==> src/rtl/lsu_mem_stage_if.sv <==
// Request, data-memory and write-back signal bundle for the MEM-stage load/store unit.
interface lsu_mem_stage_if;
    logic        i_req_valid;
    logic        o_req_ready;
    logic        i_req_is_load;
    logic        i_req_is_store;
    logic [2:0]  i_funct3;
    logic [31:0] i_addr;
    logic [31:0] i_wdata;
    logic [4:0]  i_rd;

    logic [31:0] o_mem_addr;
    logic [31:0] o_mem_data;
    logic        o_mem_write;
    logic        o_store_byte;
    logic        o_store_half;
    logic [31:0] i_mem_data;

    logic        o_resp_valid;
    logic [31:0] o_resp_rdata;
    logic [4:0]  o_resp_rd;
    logic        o_resp_we;
    logic        o_fault;
    logic [1:0]  o_fault_cause;
    logic [31:0] o_fault_addr;
    logic        o_busy;

    // Requester / memory / write-back side
    modport master (
        output i_req_valid, i_req_is_load, i_req_is_store, i_funct3, i_addr, i_wdata, i_rd,
        output i_mem_data,
        input  o_req_ready, o_mem_addr, o_mem_data, o_mem_write, o_store_byte, o_store_half,
        input  o_resp_valid, o_resp_rdata, o_resp_rd, o_resp_we,
        input  o_fault, o_fault_cause, o_fault_addr, o_busy
    );

    // Load/store unit side
    modport slave (
        input  i_req_valid, i_req_is_load, i_req_is_store, i_funct3, i_addr, i_wdata, i_rd,
        input  i_mem_data,
        output o_req_ready, o_mem_addr, o_mem_data, o_mem_write, o_store_byte, o_store_half,
        output o_resp_valid, o_resp_rdata, o_resp_rd, o_resp_we,
        output o_fault, o_fault_cause, o_fault_addr, o_busy
    );
endinterface

==> src/rtl/lsu_mem_stage.sv <==
// MEM-stage load/store unit: fault checks a request, drives the data memory for one
// cycle and returns an extended load result as a single-cycle response pulse.
module lsu_mem_stage #(
    parameter int unsigned MEM_BYTES = 1048576
) (
    input  logic           i_clk,
    input  logic           i_rst,
    input  logic           i_clk_enable,
    input  logic           i_flush,
    lsu_mem_stage_if.slave bus
);

    localparam logic [1:0] ST_IDLE   = 2'd0;
    localparam logic [1:0] ST_ACCESS = 2'd1;
    localparam logic [1:0] ST_RESP   = 2'd2;

    localparam logic [1:0] CAUSE_NONE    = 2'd0;
    localparam logic [1:0] CAUSE_MISALGN = 2'd1;
    localparam logic [1:0] CAUSE_RANGE   = 2'd2;
    localparam logic [1:0] CAUSE_ILLEGAL = 2'd3;

    logic [1:0]  state_q, state_d;
    logic [31:0] addr_q;
    logic [31:0] wdata_q;
    logic [2:0]  funct3_q;
    logic        is_load_q;
    logic        is_store_q;
    logic [4:0]  rd_q;
    logic        fault_q;
    logic [1:0]  cause_q;
    logic [31:0] rdata_q;

    logic        accept_c;
    logic        illegal_c;
    logic        misalign_c;
    logic        range_c;
    logic [1:0]  cause_c;
    logic [32:0] size_m1_c;
    logic [32:0] last_byte_c;
    logic [31:0] ext_c;
    logic        resp_valid_c;

    assign accept_c = (state_q == ST_IDLE) && bus.i_req_valid && i_clk_enable && !i_flush;

    // Fault classification of the incoming request, highest priority first
    always_comb begin
        illegal_c  = 1'b0;
        misalign_c = 1'b0;
        size_m1_c  = 33'd0;
        cause_c    = CAUSE_NONE;
        if (bus.i_req_is_load == bus.i_req_is_store)
            illegal_c = 1'b1;
        else if (bus.i_req_is_load)
            illegal_c = (bus.i_funct3 == 3'd3) || (bus.i_funct3 == 3'd6) || (bus.i_funct3 == 3'd7);
        else
            illegal_c = (bus.i_funct3 >= 3'd3);

        case (bus.i_funct3[1:0])
            2'b00:   size_m1_c = 33'd0;
            2'b01:   begin
                size_m1_c  = 33'd1;
                misalign_c = bus.i_addr[0];
            end
            default: begin
                size_m1_c  = 33'd3;
                misalign_c = (bus.i_addr[1:0] != 2'b00);
            end
        endcase

        if (illegal_c)       cause_c = CAUSE_ILLEGAL;
        else if (misalign_c) cause_c = CAUSE_MISALGN;
        else if (range_c)    cause_c = CAUSE_RANGE;
    end

    // 33-bit sum keeps accesses near the top of the address space from wrapping
    assign last_byte_c = {1'b0, bus.i_addr} + size_m1_c;
    assign range_c     = (last_byte_c >= 33'(MEM_BYTES));

    always_comb begin
        ext_c = bus.i_mem_data;
        case (funct3_q)
            3'b000:  ext_c = {{24{bus.i_mem_data[7]}},  bus.i_mem_data[7:0]};
            3'b001:  ext_c = {{16{bus.i_mem_data[15]}}, bus.i_mem_data[15:0]};
            3'b100:  ext_c = {24'd0, bus.i_mem_data[7:0]};
            3'b101:  ext_c = {16'd0, bus.i_mem_data[15:0]};
            default: ext_c = bus.i_mem_data;
        endcase
    end

    // Next-state logic; the register only advances on enabled cycles
    always_comb begin
        state_d = state_q;
        case (state_q)
            ST_IDLE:   if (accept_c) state_d = (cause_c != CAUSE_NONE) ? ST_RESP : ST_ACCESS;
            ST_ACCESS: state_d = i_flush ? ST_IDLE : ST_RESP;
            ST_RESP:   state_d = ST_IDLE;
            default:   state_d = ST_IDLE;
        endcase
    end

    always_ff @(posedge i_clk or posedge i_rst) begin
        if (i_rst)
            state_q <= ST_IDLE;
        else if (i_clk_enable)
            state_q <= state_d;
    end

    always_ff @(posedge i_clk or posedge i_rst) begin
        if (i_rst) begin
            addr_q     <= 32'd0;
            wdata_q    <= 32'd0;
            funct3_q   <= 3'd0;
            is_load_q  <= 1'b0;
            is_store_q <= 1'b0;
            rd_q       <= 5'd0;
            fault_q    <= 1'b0;
            cause_q    <= CAUSE_NONE;
            rdata_q    <= 32'd0;
        end else if (i_clk_enable) begin
            if (accept_c) begin
                addr_q     <= bus.i_addr;
                wdata_q    <= bus.i_wdata;
                funct3_q   <= bus.i_funct3;
                is_load_q  <= bus.i_req_is_load;
                is_store_q <= bus.i_req_is_store;
                rd_q       <= bus.i_rd;
                fault_q    <= (cause_c != CAUSE_NONE);
                cause_q    <= cause_c;
                rdata_q    <= 32'd0;
            end else if ((state_q == ST_ACCESS) && is_load_q && !i_flush) begin
                rdata_q    <= ext_c;
            end
        end
    end

    assign resp_valid_c = (state_q == ST_RESP) && !i_flush;

    assign bus.o_req_ready   = (state_q == ST_IDLE) && !i_rst;
    assign bus.o_busy        = (state_q != ST_IDLE);
    assign bus.o_mem_addr    = addr_q;
    assign bus.o_mem_data    = wdata_q;
    assign bus.o_mem_write   = (state_q == ST_ACCESS) && is_store_q && !i_flush;
    assign bus.o_store_byte  = (state_q == ST_ACCESS) && (funct3_q == 3'b000);
    assign bus.o_store_half  = (state_q == ST_ACCESS) && (funct3_q == 3'b001);
    assign bus.o_resp_valid  = resp_valid_c;
    assign bus.o_resp_rdata  = rdata_q;
    assign bus.o_resp_rd     = rd_q;
    assign bus.o_resp_we     = resp_valid_c && is_load_q && !fault_q && (rd_q != 5'd0);
    assign bus.o_fault       = resp_valid_c && fault_q;
    assign bus.o_fault_cause = resp_valid_c ? cause_q : CAUSE_NONE;
    assign bus.o_fault_addr  = (resp_valid_c && fault_q) ? addr_q : 32'd0;

endmodule

==> src/flat_wrapper.sv <==
// flat-port wrapper written by rule: the top's interface ports become plain ports
module lsu_mem_stage_flat 
#(
    parameter int unsigned MEM_BYTES = 1048576
)
  (i_clk, i_rst, i_clk_enable, i_flush, bus_i_req_valid, bus_i_req_is_load, bus_i_req_is_store, bus_i_funct3, bus_i_addr, bus_i_wdata, bus_i_rd, bus_i_mem_data, bus_o_req_ready, bus_o_mem_addr, bus_o_mem_data, bus_o_mem_write, bus_o_store_byte, bus_o_store_half, bus_o_resp_valid, bus_o_resp_rdata, bus_o_resp_rd, bus_o_resp_we, bus_o_fault, bus_o_fault_cause, bus_o_fault_addr, bus_o_busy);
  lsu_mem_stage_if bus_i ();
  input  logic i_clk;
  input  logic i_rst;
  input  logic i_clk_enable;
  input  logic i_flush;
  input wire logic [$bits(bus_i.i_req_valid)-1:0] bus_i_req_valid;
  input wire logic [$bits(bus_i.i_req_is_load)-1:0] bus_i_req_is_load;
  input wire logic [$bits(bus_i.i_req_is_store)-1:0] bus_i_req_is_store;
  input wire logic [$bits(bus_i.i_funct3)-1:0] bus_i_funct3;
  input wire logic [$bits(bus_i.i_addr)-1:0] bus_i_addr;
  input wire logic [$bits(bus_i.i_wdata)-1:0] bus_i_wdata;
  input wire logic [$bits(bus_i.i_rd)-1:0] bus_i_rd;
  input wire logic [$bits(bus_i.i_mem_data)-1:0] bus_i_mem_data;
  output wire logic [$bits(bus_i.o_req_ready)-1:0] bus_o_req_ready;
  output wire logic [$bits(bus_i.o_mem_addr)-1:0] bus_o_mem_addr;
  output wire logic [$bits(bus_i.o_mem_data)-1:0] bus_o_mem_data;
  output wire logic [$bits(bus_i.o_mem_write)-1:0] bus_o_mem_write;
  output wire logic [$bits(bus_i.o_store_byte)-1:0] bus_o_store_byte;
  output wire logic [$bits(bus_i.o_store_half)-1:0] bus_o_store_half;
  output wire logic [$bits(bus_i.o_resp_valid)-1:0] bus_o_resp_valid;
  output wire logic [$bits(bus_i.o_resp_rdata)-1:0] bus_o_resp_rdata;
  output wire logic [$bits(bus_i.o_resp_rd)-1:0] bus_o_resp_rd;
  output wire logic [$bits(bus_i.o_resp_we)-1:0] bus_o_resp_we;
  output wire logic [$bits(bus_i.o_fault)-1:0] bus_o_fault;
  output wire logic [$bits(bus_i.o_fault_cause)-1:0] bus_o_fault_cause;
  output wire logic [$bits(bus_i.o_fault_addr)-1:0] bus_o_fault_addr;
  output wire logic [$bits(bus_i.o_busy)-1:0] bus_o_busy;
  assign bus_i.i_req_valid = bus_i_req_valid;
  assign bus_i.i_req_is_load = bus_i_req_is_load;
  assign bus_i.i_req_is_store = bus_i_req_is_store;
  assign bus_i.i_funct3 = bus_i_funct3;
  assign bus_i.i_addr = bus_i_addr;
  assign bus_i.i_wdata = bus_i_wdata;
  assign bus_i.i_rd = bus_i_rd;
  assign bus_i.i_mem_data = bus_i_mem_data;
  assign bus_o_req_ready = bus_i.o_req_ready;
  assign bus_o_mem_addr = bus_i.o_mem_addr;
  assign bus_o_mem_data = bus_i.o_mem_data;
  assign bus_o_mem_write = bus_i.o_mem_write;
  assign bus_o_store_byte = bus_i.o_store_byte;
  assign bus_o_store_half = bus_i.o_store_half;
  assign bus_o_resp_valid = bus_i.o_resp_valid;
  assign bus_o_resp_rdata = bus_i.o_resp_rdata;
  assign bus_o_resp_rd = bus_i.o_resp_rd;
  assign bus_o_resp_we = bus_i.o_resp_we;
  assign bus_o_fault = bus_i.o_fault;
  assign bus_o_fault_cause = bus_i.o_fault_cause;
  assign bus_o_fault_addr = bus_i.o_fault_addr;
  assign bus_o_busy = bus_i.o_busy;
  lsu_mem_stage #(.MEM_BYTES(MEM_BYTES)) u_core (.i_clk(i_clk), .i_rst(i_rst), .i_clk_enable(i_clk_enable), .i_flush(i_flush), .bus(bus_i));
endmodule
==> config.mk <==
export PLATFORM = sky130hd
export DESIGN_NAME = lsu_mem_stage_flat
export DESIGN_NICKNAME = d
export VERILOG_FILES = /design/src/rtl/lsu_mem_stage_if.sv /design/src/rtl/lsu_mem_stage.sv /design/src/flat_wrapper.sv
export SDC_FILE = /design/constraint.sdc
export NUM_CORES = 1
export LEC_CHECK = 0
export CAP_MARGIN = 5
export CORE_ASPECT_RATIO = 0.8
export CORE_MARGIN = 2
export CORE_UTILIZATION = 40
export CTS_CLUSTER_DIAMETER = 80
export CTS_CLUSTER_SIZE = 10
export DETAILED_ROUTE_END_ITERATION = 6
export GPL_TIMING_DRIVEN = 1
export HOLD_SLACK_MARGIN = 0.03
export PLACE_DENSITY = 0.85
export SLEW_MARGIN = 20
export SYNTH_ARGS = -nofsm -noshare
export SYNTH_HDL_FRONTEND = slang
export SYNTH_SLANG_ARGS = --single-unit
==> constraint.sdc <==
create_clock -name i_clk -period 5.1 [get_ports i_clk]
set_clock_uncertainty 0.1 [all_clocks]
set_input_delay 0.765 -clock i_clk [delete_from_list [all_inputs] [get_ports i_clk]]
set_output_delay 0.765 -clock i_clk [all_outputs]
set_load 0.02 [all_outputs]
; ---- After elaboration in Yosys (flattened, before gate mapping)
; Index checks and enable logic that the tools add are counted.
[word_totals]
wordCells = 71
reg_bits = 111
out_inout_bits = 143
in_bits = 111
[op_classes]
mux = 16
addsub = 1
n_eq_ne = 11
n_reduce_logical = 31
order_cmp = 2
[op_table]
columns = operator, n
row1 = one-hot mux 32 bit (4 select lines), 1
row2 = 2-to-1 mux 32 bit, 3
row3 = adder 32 x 2 -> 33 bit, 1
row4 = >= comparator 33 x 21 -> 1 bit (second input constant), 1
row5 = logical AND 1 bit, 15
row6 = 2-to-1 mux 2 bit, 7
row7 = equality test 3 bit (second input constant), 4
row8 = one-hot mux 2 bit (2 select lines), 2
row9 = nonzero test 2 bit, 4
row10 = AND reduction 2 bit, 3
row11 = nonzero test 5 bit, 1
row12 = equality test 2 x 1 -> 1 bit (second input constant), 2
row13 = logical NOT 2 bit, 2
row14 = equality test 3 x 1 -> 1 bit (second input constant), 1
row15 = equality test 3 x 2 -> 1 bit (second input constant), 1
row16 = >= comparator 3 x 2 -> 1 bit (second input constant), 1
row17 = logical NOT 1 bit, 3
row18 = logical NOT 3 bit, 1
row19 = equality test 2 bit (second input constant), 1
row20 = logical OR 1 bit, 2
row21 = 2-to-1 mux 1 bit, 2
row22 = inequality test 2 x 1 -> 1 bit (second input constant), 1
row23 = one-hot mux 1 bit (2 select lines), 1
row24 = equality test 1 bit, 1

; ---- Logic depth before layout (Yosys ltp)
; Gate-level depths: netlist (run 1).
[depth]
ltp_word = 11
mapped_depth = 10
ltp_nobuf = 10

; ---- Worst setup path before layout (run 1)
; Ideal clock, no wire load.
[synth_timing]
kind = input port to output port
from = input i_flush
to = output bus_o_resp_we
t_arrival_ns = 2.123
path_buffers = 1
required_ns = 4.235
slack_ns = 2.112
path_stages = 4
path_cell_list = nor3b_1 clkbuf_1 nand3b_1 a21oi_1
[synth_via]
elab_chain_len = 5
[synth_lines]
columns = element, line
row1 = start: declaration, flat_wrapper.sv:11  ; input logic i_flush;
row2 = logical NOT 1 bit, lsu_mem_stage.sv:136  ; assign resp_valid_c = (state_q == ST_RESP) && !i_flush;
row3 = logical AND 1 bit, lsu_mem_stage.sv:136
row4 = net bus_o_resp_valid, flat_wrapper.sv:26  ; output wire logic [$bits(bus_i.o_resp_valid)-1:0] bus_o_resp_valid;
row5 = logical AND 1 bit (3 in a row), lsu_mem_stage.sv:148  ; assign bus.o_resp_we = resp_valid_c && is_load_q && !fault_q && (rd_q != 5'd0);
row6 = end: declaration, flat_wrapper.sv:29  ; output wire logic [$bits(bus_i.o_resp_we)-1:0] bus_o_resp_we;
; The timed path passes the listed nets, and every way through them passes these cells.

; ---- Final worst setup path (run 1)
[layout_timing]
from = input i_flush
to = output bus_o_resp_we
[layout_via]
elab_chain_len = 5
[layout_lines]
columns = element, line
row1 = logical NOT 1 bit, lsu_mem_stage.sv:136
row2 = logical AND 1 bit, lsu_mem_stage.sv:136
row3 = logical AND 1 bit (3 in a row), lsu_mem_stage.sv:148
; Every way passes these cells.

==> results of run 1 <==
## cells in the mapped netlist (all sizes together), types with 4 or more instances
cell	instances	share of area, %
inv	5	0.37
o21ai	29	3.0
dfrtp	111	55
and3	34	4.2
nand4	6	0.87
nand2	253	19
clkbuf	30	2.2
nor2	13	0.97
nand3	6	0.60
a22o	9	1.6
nor3	8	0.80
nor4	4	0.92
nor2b	19	2.4
a21oi	15	1.5
nor3b	4	0.60
## layer usage
metal | global-route usage (%) | vias up | wire length, µm | part of all wire, %
met3 | 6.22 | 16 | 1150 | 7.5
met4 | 5.82 | 0 | 212 | 1.4
met1 | 32.2 | 2302 | 6840 | 45
met5 | 0 | - | 0 | 0
met2 | 34.5 | 183 | 7030 | 46
li1 | - | 2378 | - | -
## registers in the layout (all words and copies together) (netlist names)
signal                   count
u_core.bus.o_mem_addr       32
u_core.bus.o_mem_data       32
u_core.bus.o_resp_rd         5
u_core.bus.o_resp_rdata     32
u_core.cause_q               2
u_core.fault_q               1
u_core.funct3_q              3
u_core.is_load_q             1
u_core.is_store_q            1
u_core.state_q               2
## cells by family (layout without fill, tap and decap cells)
kind of cell / Yosys count / after routing / share of synthesized area, %
fa+ha+maj: 3 / 3 / 0.898
buf+inv: 37 / 282 / 2.77
mux: 2 / 2 / 0.399
xor+xnor: 2 / 2 / 0.349
simple gates: 363 / 363 / 32.6
flops: 111 / 111 / 55.4
compound gates: 62 / 62 / 7.58
## report_power, final
| group | total [W] | switching, W | internal [W] | leakage (nW) |
|---|---|---|---|---|
| clock network | 0.000649 | 0.000314 | 0.000334 | 0.123 |
| logic | 0.000714 | 0.000360 | 0.000354 | 2.16 |
| registers | 0.00109 | 0.0000945 | 0.000999 | 1.43 |
## final cells by class
class,count,area [µm²]
clock buffers,12,236
clock inverters,4,32.5
fillers,1006,4220
inverters,5,21.3
multi-input cells,432,2110
flip-flops and latches,111,2780
well taps,171,214
repair buffers,261,2590
## per-stage QoR
| step | hold WS [ps] | utilization, % | total power [W] | worst slack [ps] |
|---|---|---|---|---|
| after floorplan | 338 | - | 0.00142 | 1300 |
| after global placement | 356 | 63.2 | 0.00181 | 1450 |
| after detailed placement | 363 | 63.2 | 0.00183 | 1380 |
| after CTS | 381 | 65.4 | 0.00248 | 1630 |
| after global routing | 399 | 65.4 | 0.00258 | 1500 |
| final | 377 | 65.4 | 0.00246 | 1610 |
## how the worst max path moves through the flow
stage / startpoint / to / slack [ps] / cells after the start
after floorplan: i_rst / u_core.bus.o_mem_addr[0] / 1300 / 1
after global placement: bus_i_funct3[1] / u_core.state_q[0] / 1450 / 10
after detailed placement: bus_i_funct3[1] / u_core.fault_q / 1380 / 11
after CTS: i_flush / bus_o_resp_we / 1630 / 6
after global routing: i_flush / bus_o_resp_we / 1500 / 6
final: i_flush / bus_o_resp_we / 1610 / 6
## tightest hold or removal path: stages, from the launching register on
cell and delay, ps:
dfrtp_1 350, nand2_1 50, nand2_1 50
==> flow_metrics.tcl, run 1 <==
set metrics [dict create \
    ir_worst_vdd_mv 0.191 \
    crit_fanout 37 \
    crit_path_end_kind "output pin" \
    fin_crit_sh_pct 68.4 \
    finalWirelength_mm 15.2 \
    nNetsFinal 934 \
    initial_core_util_pct 41.1 \
    cp.required_ps 4240 \
    start_kind "primary input" \
    slowest_delay_ps 630 \
    outcome "finished clean" \
    syn-num-nets 694 \
    synth_edf_count 0 \
    leakage_nw 3.71 \
    fin_setup_tns_ps 0 \
    yosys_warnings 0 \
    ctsHoldBuffers 0 \
    drt_iter0_drc 312 \
    avgSynthCellArea_um2 8.65 \
    overflow 0 \
    crit_chain "clkdlybuf4s50_1 -> nor3b_2 -> buf_4 -> nand3b_1 -> a21oi_1 -> clkdlybuf4s50_1" \
    first_pass_iters 4 \
    hp-start "u_core.bus.o_mem_data[13]" \
    worst-path-buf-inv 3 \
    h-tree-depth 3 \
    tightestPinTransition_ps 1050 \
    hp-class "reg -> reg" \
    portBuffers 253 \
    grt_max_degree 58 \
    synthFlopType "dfrtp_1" \
    core_um2 12200 \
    clock_sinks 111 \
    die_h_um 104 \
    routed_via_density 4.90 \
    setup_violations 0 \
    place.gp.congestion 0.836 \
    track_usage_pct 22.7 \
    arrival_ps 2620 \
    holdPathEnd "u_core.bus.o_mem_data[13]" \
    cts_buffer_depth 2 \
    cts_tree "built" \
    netlist_area_um2 5020 \
    synthDistinctLibCells 44 \
    fin_cells 996 \
    root_buffer "clkbuf_16" \
    rr_endpoint "u_core.bus.o_resp_rdata[15]" \
    rrSetupSlack_ps 2640 \
    diodes 0 \
    maxCapViolations 0 \
    syn2layout_area_growth_pct 59.2 \
    cts_setup_buffers 0 \
    crit_path_frequent_cell "clkdlybuf4s50_1" \
    final_antenna_net_count 0 \
    route.detailed.drc 0 \
    crit_family "buffers and inverters" \
    grt_setup_unrepaired "no" \
    min_path_cells 2 \
    async_flop_share_pct 100 \
    rr_startpoint "u_core.funct3_q[1]" \
    wl_per_cell_um 15.3 \
    grt_antenna_before_repair 0 \
    cts_buffers 9 \
    rows 36 \
    synthCells 580 \
    hpwlAfterDp_mm 11.1 \
    p_per_area_nw_per_um2 307 \
    finalHoldViolCount 0 \
    dp.cells 980 \
    fin_area_um2 7990 \
    max_freq_mhz 287 \
    first_global_vias 4682 \
    slew_headroom_pct 29.6 \
    fin_crit_ps 3490 \
    slew_viol_final 0 \
    drive_above_1_share_pct 4.12 \
    final_cell_mix "nand2_1, clkdlybuf4s50_1, dfrtp_1" \
    crit_type "in -> out" \
    crit_slowest_cell "clkdlybuf4s50_1" \
    synth_seq_cells 111 \
    ios 254 \
    die_area_um2 13500 \
    post_cts_resized 0 \
    ff2ff_path_depth 4 \
    vias 4879 \
    die_w_um 129 \
    grt_pass1_wl_mm 24.3 \
    postPlaceCellArea_um2 7720 \
    clk_pin_slew_ps 80 \
    clk_latency_ps 340 \
    synth-seq-area-share_pct 55.4 \
]
Power figures use the tool's default switching activity.
==> run 2, diff against run 1 <==
==> constraint.sdc (replaced) <==
create_clock -name i_clk -period 3.62 [get_ports i_clk]
set_clock_uncertainty 0.1 [all_clocks]
set_input_delay 0.543 -clock i_clk [delete_from_list [all_inputs] [get_ports i_clk]]
set_output_delay 0.543 -clock i_clk [all_outputs]
set_load 0.02 [all_outputs]
==> flow_metrics.tcl, run 2 (synthesis gave the netlist of run 1 again) <==
set metrics [dict create \
    outcome "finished clean" \
    holdWs_ps 377 \
    ios 254 \
    startpoint "bus_i_funct3[0]" \
    finalWirelength_mm 15.5 \
    grt_antenna_before_repair 0 \
    tightestPinTransition_ps 1060 \
    grtUsageMet2_pct 36.5 \
    crit_chain "clkdlybuf4s50_1 -> or2_2 -> ha_1 -> a21oi_1 -> nor3b_1 -> o2111a_1 -> a21oi_1 -> or4_1 -> nor2_1 -> a32o_2" \
    drive_above_1_share_pct 4.95 \
    met1_usage_pct 31.6 \
    max_freq_mhz 317 \
    vias 4913 \
    cts_setup_buffers 0 \
    crit_family "simple AND/OR/NAND/NOR gates" \
    hp-class "reg -> reg" \
    cp.required_ps 3800 \
    die_h_um 104 \
    dp_slack_ps 125 \
    portBuffers 253 \
    path_depth 10 \
    p_sw_w 0.00110 \
    overflow 0 \
    p_per_area_nw_per_um2 436 \
    die_area_um2 13500 \
    cts_buffers 9 \
    ctsHoldBuffers 0 \
    final_cell_mix "nand2_1, clkdlybuf4s50_1, dfrtp_1" \
    n_fill_cell 980 \
    fin_crit_ps 3150 \
    slowest_delay_ps 530 \
    grt-busiest-layer "met2" \
    leakage_nw 3.74 \
    core_um2 12200 \
    arrival_ps 3330 \
    post_cts_resized 0 \
    combPwrFrac_pct 29.0 \
    grt_max_degree 60 \
    clock_sinks 111 \
    fin_crit_sh_pct 87.2 \
    ff2ff_path_depth 4 \
    track_usage_pct 23.1 \
    nNetsFinal 938 \
    setup_violations 0 \
    first_pass_iters 5 \
    finalHoldViolCount 0 \
    diodes 0 \
    drt_iter0_drc 314 \
    initial_core_util_pct 41.1 \
    rows 36 \
    first_global_vias 4852 \
    final_antenna_net_count 0 \
    routed_via_density 4.91 \
    die_w_um 129 \
    wl_per_cell_um 15.5 \
    rrSetupSlack_ps 1170 \
    fin_setup_tns_ps 0 \
    grt_pass1_wl_mm 24.8 \
    clk_pin_slew_ps 70 \
    clockPowerShare_pct 27.0 \
    crit_slowest_cell "or4_1" \
    route.detailed.drc 0 \
    cts_tree "built" \
    maxCapViolations 0 \
    rr_endpoint "u_core.bus.o_resp_rdata[13]" \
    fin_ws_ps 465 \
    sequentialPowerShare_pct 44.0 \
    rr_startpoint "u_core.funct3_q[1]" \
    crit_type "in -> reg" \
    root_buffer "clkbuf_16" \
    crit_path_frequent_cell "a21oi_1" \
    slew_headroom_pct 29.4 \
    worst-path-buf-inv 1 \
    cts_buffer_depth 2 \
    intPower_w 0.00240 \
    cp-endpoint "u_core.state_q[0]" \
    crit_path_end_kind "flip-flop" \
    place.gp.congestion 0.878 \
    clk_latency_ps 330 \
    start_kind "primary input" \
    met3_usage_pct 6.43 \
    h-tree-depth 3 \
    syn2layout_area_growth_pct 60.1 \
    grt_setup_unrepaired "no" \
    hpwlAfterDp_mm 11.4 \
    ir_worst_vdd_mv 0.309 \
    swShare_pct 31.4 \
    crit_fanout 5 \
    slew_viol_final 0 \
]
## run 2: worst min path at each step
stage / from / endpoint / cells after the start
finish: u_core.bus.o_mem_data[29] / u_core.bus.o_mem_data[29] / 2
global route: u_core.bus.o_mem_data[0] / u_core.bus.o_mem_data[0] / 2
CTS: u_core.is_store_q / u_core.is_store_q / 2
detailed placement: u_core.is_store_q / u_core.is_store_q / 2
global placement: u_core.bus.o_mem_data[29] / u_core.bus.o_mem_data[29] / 2
floorplan: u_core.is_store_q / u_core.is_store_q / 2
## run 2: area by class of cell
type | instances | area [µm²] | area share, %
sequential | 111 | 2780 | 34.6
multi-input combinational | 432 | 2110 | 26.3
tap | 171 | 214 | 2.66
clock inverter | 6 | 43.8 | 0.545
clock buffer | 10 | 239 | 2.98
timing repair buffer | 265 | 2620 | 32.7
inverter | 5 | 21.3 | 0.265
## run 2: through the flow
stage                     power, W  area (µm²)  util (%)  cells
after floorplan            0.00200        5020         -    580
after global placement     0.00256        7750      63.5    984
after detailed placement   0.00258        7750      63.5    984
after CTS                  0.00353        8030      65.8   1000
after global routing       0.00367        8030      65.8   1000
final                      0.00350        8030      65.8   1000
## run 2: per-layer routing
metal / vias to the layer above / share of wire (%) / wire length, µm
met5: - / 0 / 0
met4: 0 / 1.5 / 226
met3: 17 / 7.4 / 1150
met2: 191 / 46 / 7150
met1: 2315 / 45 / 6990
li1: 2390 / - / -
## run 2: power by group through the flow
stage / sequential, W / combinational (W) / clock, W
2_1_floorplan: 0.00172 / 0.000281 / 0
3_3_place_gp: 0.00155 / 0.00100 / 0
3_5_place_dp: 0.00156 / 0.00102 / 0
4_1_cts: 0.00154 / 0.00102 / 0.000970
5_1_grt: 0.00156 / 0.00109 / 0.00102
6_report: 0.00154 / 0.00101 / 0.000946
## run 2: worst register-to-register path, stage by stage (launching register included)
cell and delay, ps:
dfrtp_1 580, or2_2 500, nor3b_1 890, a21oi_1 70, o21ai_0 230
